--- src/rtl/uart_tx_framer.sv ---
// -----------------------------------------------------------------------------
// uart_tx_framer
//
// Serialises one parallel word per request into a UART frame. Bits leave LSB
// first, with optional parity. clk runs at the baud rate, so each state cycle
// is one bit time on the line.
//
// Frame: START(0) | DATA_WIDTH data bits | [PARITY] | STOP(1)
//
// Configuration:
//   UART_TX_PARITY_EN  defined   : par_en/par_typ select an even or odd parity
//                                  bit for each frame.
//                      undefined : the PARITY state and all parity logic are
//                                  compiled out. par_en/par_typ stay as ports
//                                  but are ignored.
//
// Ports:
//   clk         transmit (baud) clock
//   rst_n       asynchronous active-low reset
//   p_data      parallel payload, DATA_WIDTH bits
//   data_valid  request to send p_data; honoured only in IDLE or STOP
//   par_en      1 = append a parity bit
//   par_typ     0 = even parity, 1 = odd parity
//   tx_out      serial line, idle high (registered)
//   busy        high while a frame is on the line (registered)
// -----------------------------------------------------------------------------
module uart_tx_framer #(
  parameter int DATA_WIDTH = 8
) (
  input  logic                  clk,
  input  logic                  rst_n,
  input  logic [DATA_WIDTH-1:0] p_data,
  input  logic                  data_valid,
  input  logic                  par_en,
  input  logic                  par_typ,
  output logic                  tx_out,
  output logic                  busy
);

  localparam int CNT_W = (DATA_WIDTH > 1) ? $clog2(DATA_WIDTH) : 1;
  localparam logic [CNT_W-1:0] LAST_BIT = CNT_W'(DATA_WIDTH - 1);

  typedef enum logic [2:0] {
    IDLE,
    START,
    DATA,
`ifdef UART_TX_PARITY_EN
    PARITY,
`endif
    STOP
  } state_t;

  state_t                  state_q, state_d;
  logic [CNT_W-1:0]        cnt_q, cnt_d;
  logic [DATA_WIDTH-1:0]   data_q;
  logic                    load;
  logic                    tx_d;
  logic                    busy_d;

`ifdef UART_TX_PARITY_EN
  logic                    par_en_q;
  logic                    par_typ_q;
`else
  // The parity controls are part of the port list in every build.
  logic                    unused_par;
  assign unused_par = par_en ^ par_typ;
`endif

  // Next-state logic. tx_out and busy are decoded from the *next* state and
  // registered, so the line shows the start bit in the cycle right after the
  // accepting edge.
  always_comb begin
    // NOTE: every output of this block gets a default first; a path that left
    // one unassigned would infer a latch.
    state_d = state_q;
    cnt_d   = cnt_q;
    load    = 1'b0;

    unique case (state_q)
      IDLE: begin
        if (data_valid) begin
          load    = 1'b1;
          state_d = START;
        end
      end
      START: begin
        state_d = DATA;
        cnt_d   = '0;
      end
      DATA: begin
        if (cnt_q == LAST_BIT) begin
          cnt_d = '0;
`ifdef UART_TX_PARITY_EN
          state_d = par_en_q ? PARITY : STOP;
`else
          state_d = STOP;
`endif
        end else begin
          cnt_d = cnt_q + 1'b1;
        end
      end
`ifdef UART_TX_PARITY_EN
      PARITY: state_d = STOP;
`endif
      STOP: begin
        // Back-to-back: a request seen in the last stop cycle starts the
        // next frame without an idle bit in between.
        if (data_valid) begin
          load    = 1'b1;
          state_d = START;
        end else begin
          state_d = IDLE;
        end
      end
      default: state_d = IDLE;
    endcase

    busy_d = (state_d != IDLE);
    tx_d   = 1'b1;
    case (state_d)
      START:  tx_d = 1'b0;
      // data_q was loaded when START was entered, so it is stable here.
      DATA:   tx_d = data_q[cnt_d];
`ifdef UART_TX_PARITY_EN
      PARITY: tx_d = (^data_q) ^ par_typ_q;
`endif
      default: tx_d = 1'b1;
    endcase
  end

  always_ff @(posedge clk or negedge rst_n) begin
    if (!rst_n) begin
      // NOTE: the data and parity holding registers are reset too, so the
      // block leaves reset in a fully known state.
      state_q   <= IDLE;
      cnt_q     <= '0;
      data_q    <= '0;
      tx_out    <= 1'b1;
      busy      <= 1'b0;
`ifdef UART_TX_PARITY_EN
      par_en_q  <= 1'b0;
      par_typ_q <= 1'b0;
`endif
    end else begin
      // NOTE: non-blocking assignments keep every flop updating from the
      // values that were present before this edge.
      state_q <= state_d;
      cnt_q   <= cnt_d;
      tx_out  <= tx_d;
      busy    <= busy_d;
      if (load) begin
        data_q    <= p_data;
`ifdef UART_TX_PARITY_EN
        par_en_q  <= par_en;
        par_typ_q <= par_typ;
`endif
      end
    end
  end

endmodule

--- config.mk ---
export PLATFORM = sky130hd
export DESIGN_NAME = uart_tx_framer
export DESIGN_NICKNAME = d
export VERILOG_FILES = /design/src/rtl/uart_tx_framer.sv
export SDC_FILE = /design/constraint.sdc
export NUM_CORES = 1
export LEC_CHECK = 0
export BUFFER_PORTS_ARGS = -buffer_cell sky130_fd_sc_hd__buf_2
export CORE_UTILIZATION = 45
export CTS_CLUSTER_DIAMETER = 150
export DETAILED_ROUTE_END_ITERATION = 12
export HOLD_SLACK_MARGIN = 0.12
export PLACE_DENSITY = 0.66
export RECOVER_POWER = 50
export SLEW_MARGIN = 40
export SYNTH_ARGS = -nofsm -noshare
export SYNTH_HDL_FRONTEND = slang
export SYNTH_SLANG_ARGS = --single-unit
--- constraint.sdc ---
create_clock -name clk -period 1.92 [get_ports clk]
set_input_delay 0.384 -clock clk [delete_from_list [all_inputs] [get_ports clk]]
set_output_delay 0.384 -clock clk [all_outputs]
set_load 0.02 [all_outputs]
==> out/qor.csv, run 1 <==
stage;metric;value;unit
status;violations;setup timing;
final_layout;layout-drive-gt1-share;54.3;%
synth;synth_cell_types;32;
synth;syn_area;858;sq um
routing;ant_nets;0;
critical_path;critPathKind;flip-flop to flip-flop;
clock_network;path_clk_slew;0.09;ns
synth;synth_nets;85;
critical_path;max_stage_delay;0.39;ns
min_path;holdPathStages;2;
die;ios;15;
routing;drcViolationCount;0;
routing;drt-total-wl;1450;um
routing;drtPass1Iterations;2;
global_route;grt_antenna_before_repair;0;
synth;netlist_instances;70;
flow_run;cap_violations;0;
critical_path;endpoint_kind;flip-flop;
synth;avgSynthCellArea;12.3;sq um
critical_path;required;2.13;ns
power_and_ir_drop;switching_share;31.5;%
sta;relSlewSlack;44.7;%
routing;drt-initial-drc-count;5;
die;placementRows;15;
clock_network;ctsLongestPathBuffers;2;
critical_path;startpoint_type;flip-flop;
sta;fin_crit;1.96;ns
power_and_ir_drop;internal-power;0.762;mW
final_layout;final_common_cell;dfrtp_1;
routing;vias_per_cell;4.96;
synth;async_flop_share;100;%
power_and_ir_drop;leakage;0.492;nW
critical_path;critPathBufInv;0;
placement;hpwl;1090;um
routing;avgRoutedWirePerCell;12.4;um
final_layout;area.growth.synth_to_final;24.6;%
power_and_ir_drop;p_seq_share;42.4;%
critical_path;r2r_setup_slack;-0.04;ns
sta;worst_slack;-0.0391;ns
sta;holdWs;0.318;ns
clock_network;cts_tree;done;
placement;gp_congestion;0.786;
power_and_ir_drop;power.switching;0.351;mW
final_layout;mostFrequentLayoutCells;dfrtp_1 (15), buf_2 (11), mux2_2 (9), buf_4 (9), nor2_1 (4);
sta;rsz0062_at_grt;true;
critical_path;r2r_cells;7;
global_route;grt_pass1_wl;2420;um
power_and_ir_drop;power.density;1040;nW/um^2
clock_network;root_buffer;clkbuf_4;
min_path;hp-class;primary input to flip-flop;
synth;yosys.area.top_type;dfrtp_1;
sta;post-route-period-util;102;%
synth;ys_seq_elements;16;
die;dieArea;2090;sq um
critical_path;arrival;2.17;ns
status;outcome;complete, but fails checks;
global_route;grt_overflow_total;0;
final_layout;nFillCells;151;
die;die_width;45.7;um
final_layout;fin_nets;108;
sta;setup_viol;1;
synth;synth_top_area_share;43.7;%
global_route;grt_pass1_vias;531;
placement;portBuffers;12;
placement;place_area;963;sq um
final_layout;multi_input_area;453;sq um
critical_path;cp_top_family;compound AO/OA/AOI/OAI gates;
critical_path;crit_slowest_cell;dfrtp_1;
final_layout;register_area;402;sq um
power_and_ir_drop;pwr-share-comb;37.5;%
sta;fin_skew;0.000471;ns
synth;synth-seq-area-share;46.8;%
die;start_util;48.7;%
sta;worst_pin_slew;0.829;ns
clock_network;cts_made_buffers;3;
clock_network;clkLatencyLatePin;0.29;ns
synth;netlist_top_cells_area;dfrtp_1 (44%), mux2_2 (12%), a221oi_2 (3.5%);
final_layout;fin_util;60.6;%
critical_path;crit_cells;7;
synth;yosysWarnings;0;
clock_network;htree_levels;1;
die;die_y;45.7;um
critical_path;cp_max_fo;3;
power_and_ir_drop;clockPowerShare;20.1;%
clock_network;clock_sink_count;16;
global_route;grt_max_degree;17;
power_and_ir_drop;vdd_drop_max;0.000525;V
synth;synth_edf_count;0;
synth;ys.flop_type;dfrtp_1;
critical_path;worstPathCellList;ha_2 > ha_4 > and2b_1 > a221oi_4 > a311oi_2 > a221o_1 > o31ai_2;
final_layout;final_area;1070;sq um
sta;fmax;510;MHz
die;core_area;1760;sq um
final_layout;n_antenna_cell;0;
global_route;grt_usage;16.8;%
routing;via_count;580;
sta;maxSlewViolCount;0;
sta;hold_viol;0;
-- path summary, 6_finish.rpt --
kind / to / from
max in group asynchronous: busy / rst_n
min in group asynchronous: state_q[1] / rst_n
min: data_q[6] / p_data[6]
max reg2reg: tx_out / cnt_q[1]
min reg2reg: data_q[1] / data_q[1]
max: tx_out / cnt_q[1]
-- flip-flops by register name (all words and copies together), names as in the netlist --
register	cells
cnt_q	3
data_q	8
tx_out	1
busy	1
state_q	3
-- power by group through the flow --
stage                     clock [mW]  combinational, mW  sequential (mW)
after detailed placement           0              0.356            0.476
final                          0.224              0.417            0.472
after global routing           0.241              0.460            0.482
after global placement             0              0.345            0.473
after floorplan                    0              0.246            0.478
after CTS                      0.230              0.381            0.471
-- cells in the mapped netlist, types with 2 or more instances --
| cell | count |
|---|---|
| nor2_1 | 4 |
| a221oi_2 | 2 |
| mux2_2 | 9 |
| inv_1 | 3 |
| and3_2 | 2 |
| dfrtp_1 | 15 |
| mux2i_1 | 2 |
| buf_6 | 2 |
| nand2_1 | 4 |
| and2b_1 | 2 |
| nor3_1 | 2 |
| a311oi_1 | 2 |
| ha_1 | 2 |
-- kinds of logic (layout without fill, tap and decap cells) --
logic type	Yosys count	after routing	share of synthesized area, %
adders and majority gates	2	2	2.91
muxes	11	11	14.1
DFF	16	16	46.8
and+or+nand+nor	19	19	14.3
xor gates and xnor gates	1	1	1.02
buffers and inverters	7	29	6.12
AOI/OAI and AO/OA	13	13	14.3
other	1	1	0.437
-- repair_timing --
item	in CTS	in global routing
resized for setup	3	4
setup endpoints to repair	1	1
pin swaps	0	3
hold buffers	1	0
endpoints found under the hold margin	15	0
buffers inserted	0	2
-- worst register-to-register path: stages, from the launching register on --
cell and delay, ns:
dfrtp_1 0.39, ha_2 0.20, ha_4 0.20, and2b_1 0.18, a221oi_4 0.30, a311oi_2 0.09
a221o_1 0.34, o31ai_2 0.19
-- per-layer routing --
metal	track usage (%)	wire (um)
met2	24.6	711
met1	23.9	667
met5	0	0
met4	7.27	34
met3	3.57	38
-- layout make-up --
cell class / instances / area share, %
Clock buffer: 4 / 3.39
Inverter: 3 / 1.05
Multi-Input combinational cell: 47 / 42.3
Sequential cell: 16 / 37.5
Tap cell: 25 / 2.92
Timing Repair Buffer: 22 / 12.7
-- through the flow --
stage                     worst slack, ns  cells  setup TNS (ns)  power, mW
after floorplan                   -0.0104     70         -0.0104      0.724
after global placement            -0.0696    110         -0.0696      0.818
after detailed placement           -0.120    110          -0.120      0.832
after CTS                          -0.112    115          -0.112       1.08
after global routing               -0.141    117          -0.141       1.18
final                             -0.0391    117         -0.0391       1.11
(Power assumes the default switching activity.)
==> inputs of run 2 (changes only) <==
- RECOVER_POWER: 50 -> unset
- TNS_END_PERCENT: unset -> 10
==> run 2 against run 1 <==
Net effect:
- the flow still finishes with violations (setup timing)
- largest power group unchanged
- highest routed layer unchanged
- clock power hardly changed
- critical endpoint unchanged
- sequential share of layout area hardly changed
- clock-buffer cell count stayed put
==> out/qor.csv, run 2 (synthesized netlist as in run 1, its figures left out) <==
stage;metric;value;unit
status;outcome;complete, but fails checks;
status;violations;setup timing;
sta;worst_slack;-0.0391;ns
routing;drtPass1Iterations;2;
routing;avgRoutedWirePerCell;12.4;um
clock_network;htree_levels;1;
die;placementRows;15;
power_and_ir_drop;leakage;0.495;nW
power_and_ir_drop;power.density;1040;nW/um^2
final_layout;layout-drive-gt1-share;55.4;%
final_layout;final_area;1070;sq um
sta;fin_skew;0.000492;ns
routing;via_count;580;
sta;fmax;510;MHz
placement;place_ws;-0.120;ns
critical_path;worstPathCellList;ha_2 > ha_4 > and2b_1 > a221oi_4 > a311oi_2 > a221o_1 > o31ai_2;
critical_path;critPathBufInv;0;
placement;place_area;963;sq um
placement;hpwl;1090;um
clock_network;clkLatencyLatePin;0.29;ns
global_route;grt_usage;16.8;%
global_route;grt_overflow_total;0;
critical_path;max_stage_delay;0.39;ns
critical_path;required;2.13;ns
global_route;grt_max_degree;17;
sta;maxSlewViolCount;0;
final_layout;fin_nets;108;
clock_network;cts_tree;done;
placement;gp_congestion;0.786;
final_layout;largest-register;data_q;
final_layout;reg_top3;data_q x8, cnt_q x3, state_q x3;
final_layout;area.growth.synth_to_final;24.8;%
die;dieArea;2090;sq um
final_layout;final_common_cell;dfrtp_1;
clock_network;root_buffer;clkbuf_4;
routing;ant_nets;0;
die;start_util;48.7;%
clock_network;path_clk_slew;0.09;ns
final_layout;n_antenna_cell;0;
critical_path;crit_slowest_cell;dfrtp_1;
clock_network;cts_made_buffers;3;
power_and_ir_drop;vdd_drop_max;0.000525;V
die;die_y;45.7;um
die;die_width;45.7;um
routing;drcViolationCount;0;
die;core_area;1760;sq um
clock_network;clock_sink_count;16;
critical_path;cp_top_family;compound AO/OA/AOI/OAI gates;
critical_path;critPathKind;flip-flop to flip-flop;
sta;hold_viol;0;
critical_path;arrival;2.17;ns
final_layout;mostFrequentLayoutCells;dfrtp_1 (15), buf_2 (12), mux2_2 (9), buf_4 (9), nor2_1 (4);
final_layout;nFillCells;151;
global_route;grt_antenna_before_repair;0;
critical_path;startpoint_type;flip-flop;
final_layout;largest_reg_flops;8;
routing;drt-total-wl;1450;um
routing;drt-initial-drc-count;5;
sta;fin_crit;1.96;ns
routing;vias_per_cell;4.96;
flow_run;cap_violations;0;
sta;rsz0062_at_grt;true;
placement;portBuffers;12;
critical_path;endpoint_kind;flip-flop;
clock_network;ctsLongestPathBuffers;2;
global_route;grt_pass1_vias;531;
critical_path;cp_max_fo;3;
min_path;hp-class;primary input to flip-flop;
die;ios;15;
sta;setup_viol;1;
sta;post-route-period-util;102;%
global_route;grt_pass1_wl;2420;um
## run 2: cell count changes in the layout (fill, tap and decap cells not counted), sizes merged
cell    before  now
buf         20   21
clkbuf       5    4
## run 2: per-layer routing
metal  up-vias  GRT usage (%)  wire, um
met4         0           7.27        34
met1       273           23.9       667
li1        295              -         -
met3         4           3.57        38
met2         8           24.6       711
met5         -              0         0
## run 2: worst paths after layout
| check | slack (ns) | depth (start not counted) | start | endpoint |
|---|---|---|---|---|
| setup / recovery | -0.04 | 7 | cnt_q[1] | tx_out |
| hold / removal | 0.32 | 2 | p_data[6] | data_q[6] |
| setup reg to reg | -0.04 | 7 | cnt_q[1] | tx_out |
| hold reg to reg | 0.51 | 1 | data_q[1] | data_q[1] |
| max in group asynchronous | 1.10 | 2 | rst_n | tx_out |
| min in group asynchronous | 0.52 | 2 | rst_n | state_q[1] |
## run 2: where the power goes
| part | total [mW] | internal, mW | switching [mW] |
|---|---|---|---|
| clock network | 0.224 | 0.116 | 0.108 |
| logic | 0.417 | 0.227 | 0.190 |
| registers | 0.472 | 0.419 | 0.0531 |
## run 2: cell type report
class	count	area [sq um]	area share, %
Clock buffer	4	36.3	3.39
Sequential cell	16	402	37.5
Timing Repair Buffer	22	138	12.9
Tap cell	25	31.3	2.92
Multi-Input combinational cell	47	453	42.3
Inverter	3	11.3	1.05
## run 2: metrics by stage
stage / cells / utilization (%) / setup TNS, ns / total power [mW] / hold slack [ns]
6_report: 117 / 60.7 / -0.0391 / 1.11 / 0.318
5_1_grt: 117 / 60.7 / -0.141 / 1.18 / 0.317
4_1_cts: 115 / 58.2 / -0.112 / 1.08 / 0.319
2_1_floorplan: 70 / - / -0.0104 / 0.724 / 0.0884
3_3_place_gp: 110 / 54.6 / -0.0696 / 0.818 / 0.305
3_5_place_dp: 110 / 54.6 / -0.120 / 0.832 / 0.309
## run 2: worst register-to-register path, stage by stage (launching register included)
cell,delay [ns]
dfrtp_1,0.39
ha_2,0.20
ha_4,0.20
and2b_1,0.18
a221oi_4,0.30
a311oi_2,0.09
a221o_1,0.34
o31ai_2,0.19
## run 2: timing repair
action                                  4_1_cts  5_1_grt
gates resized for setup                       3        4
endpoints found under the hold margin        15        0
pin swaps                                     0        3
buffers inserted                              0        2
endpoints found under the setup margin        1        1
hold buffers                                  1        0
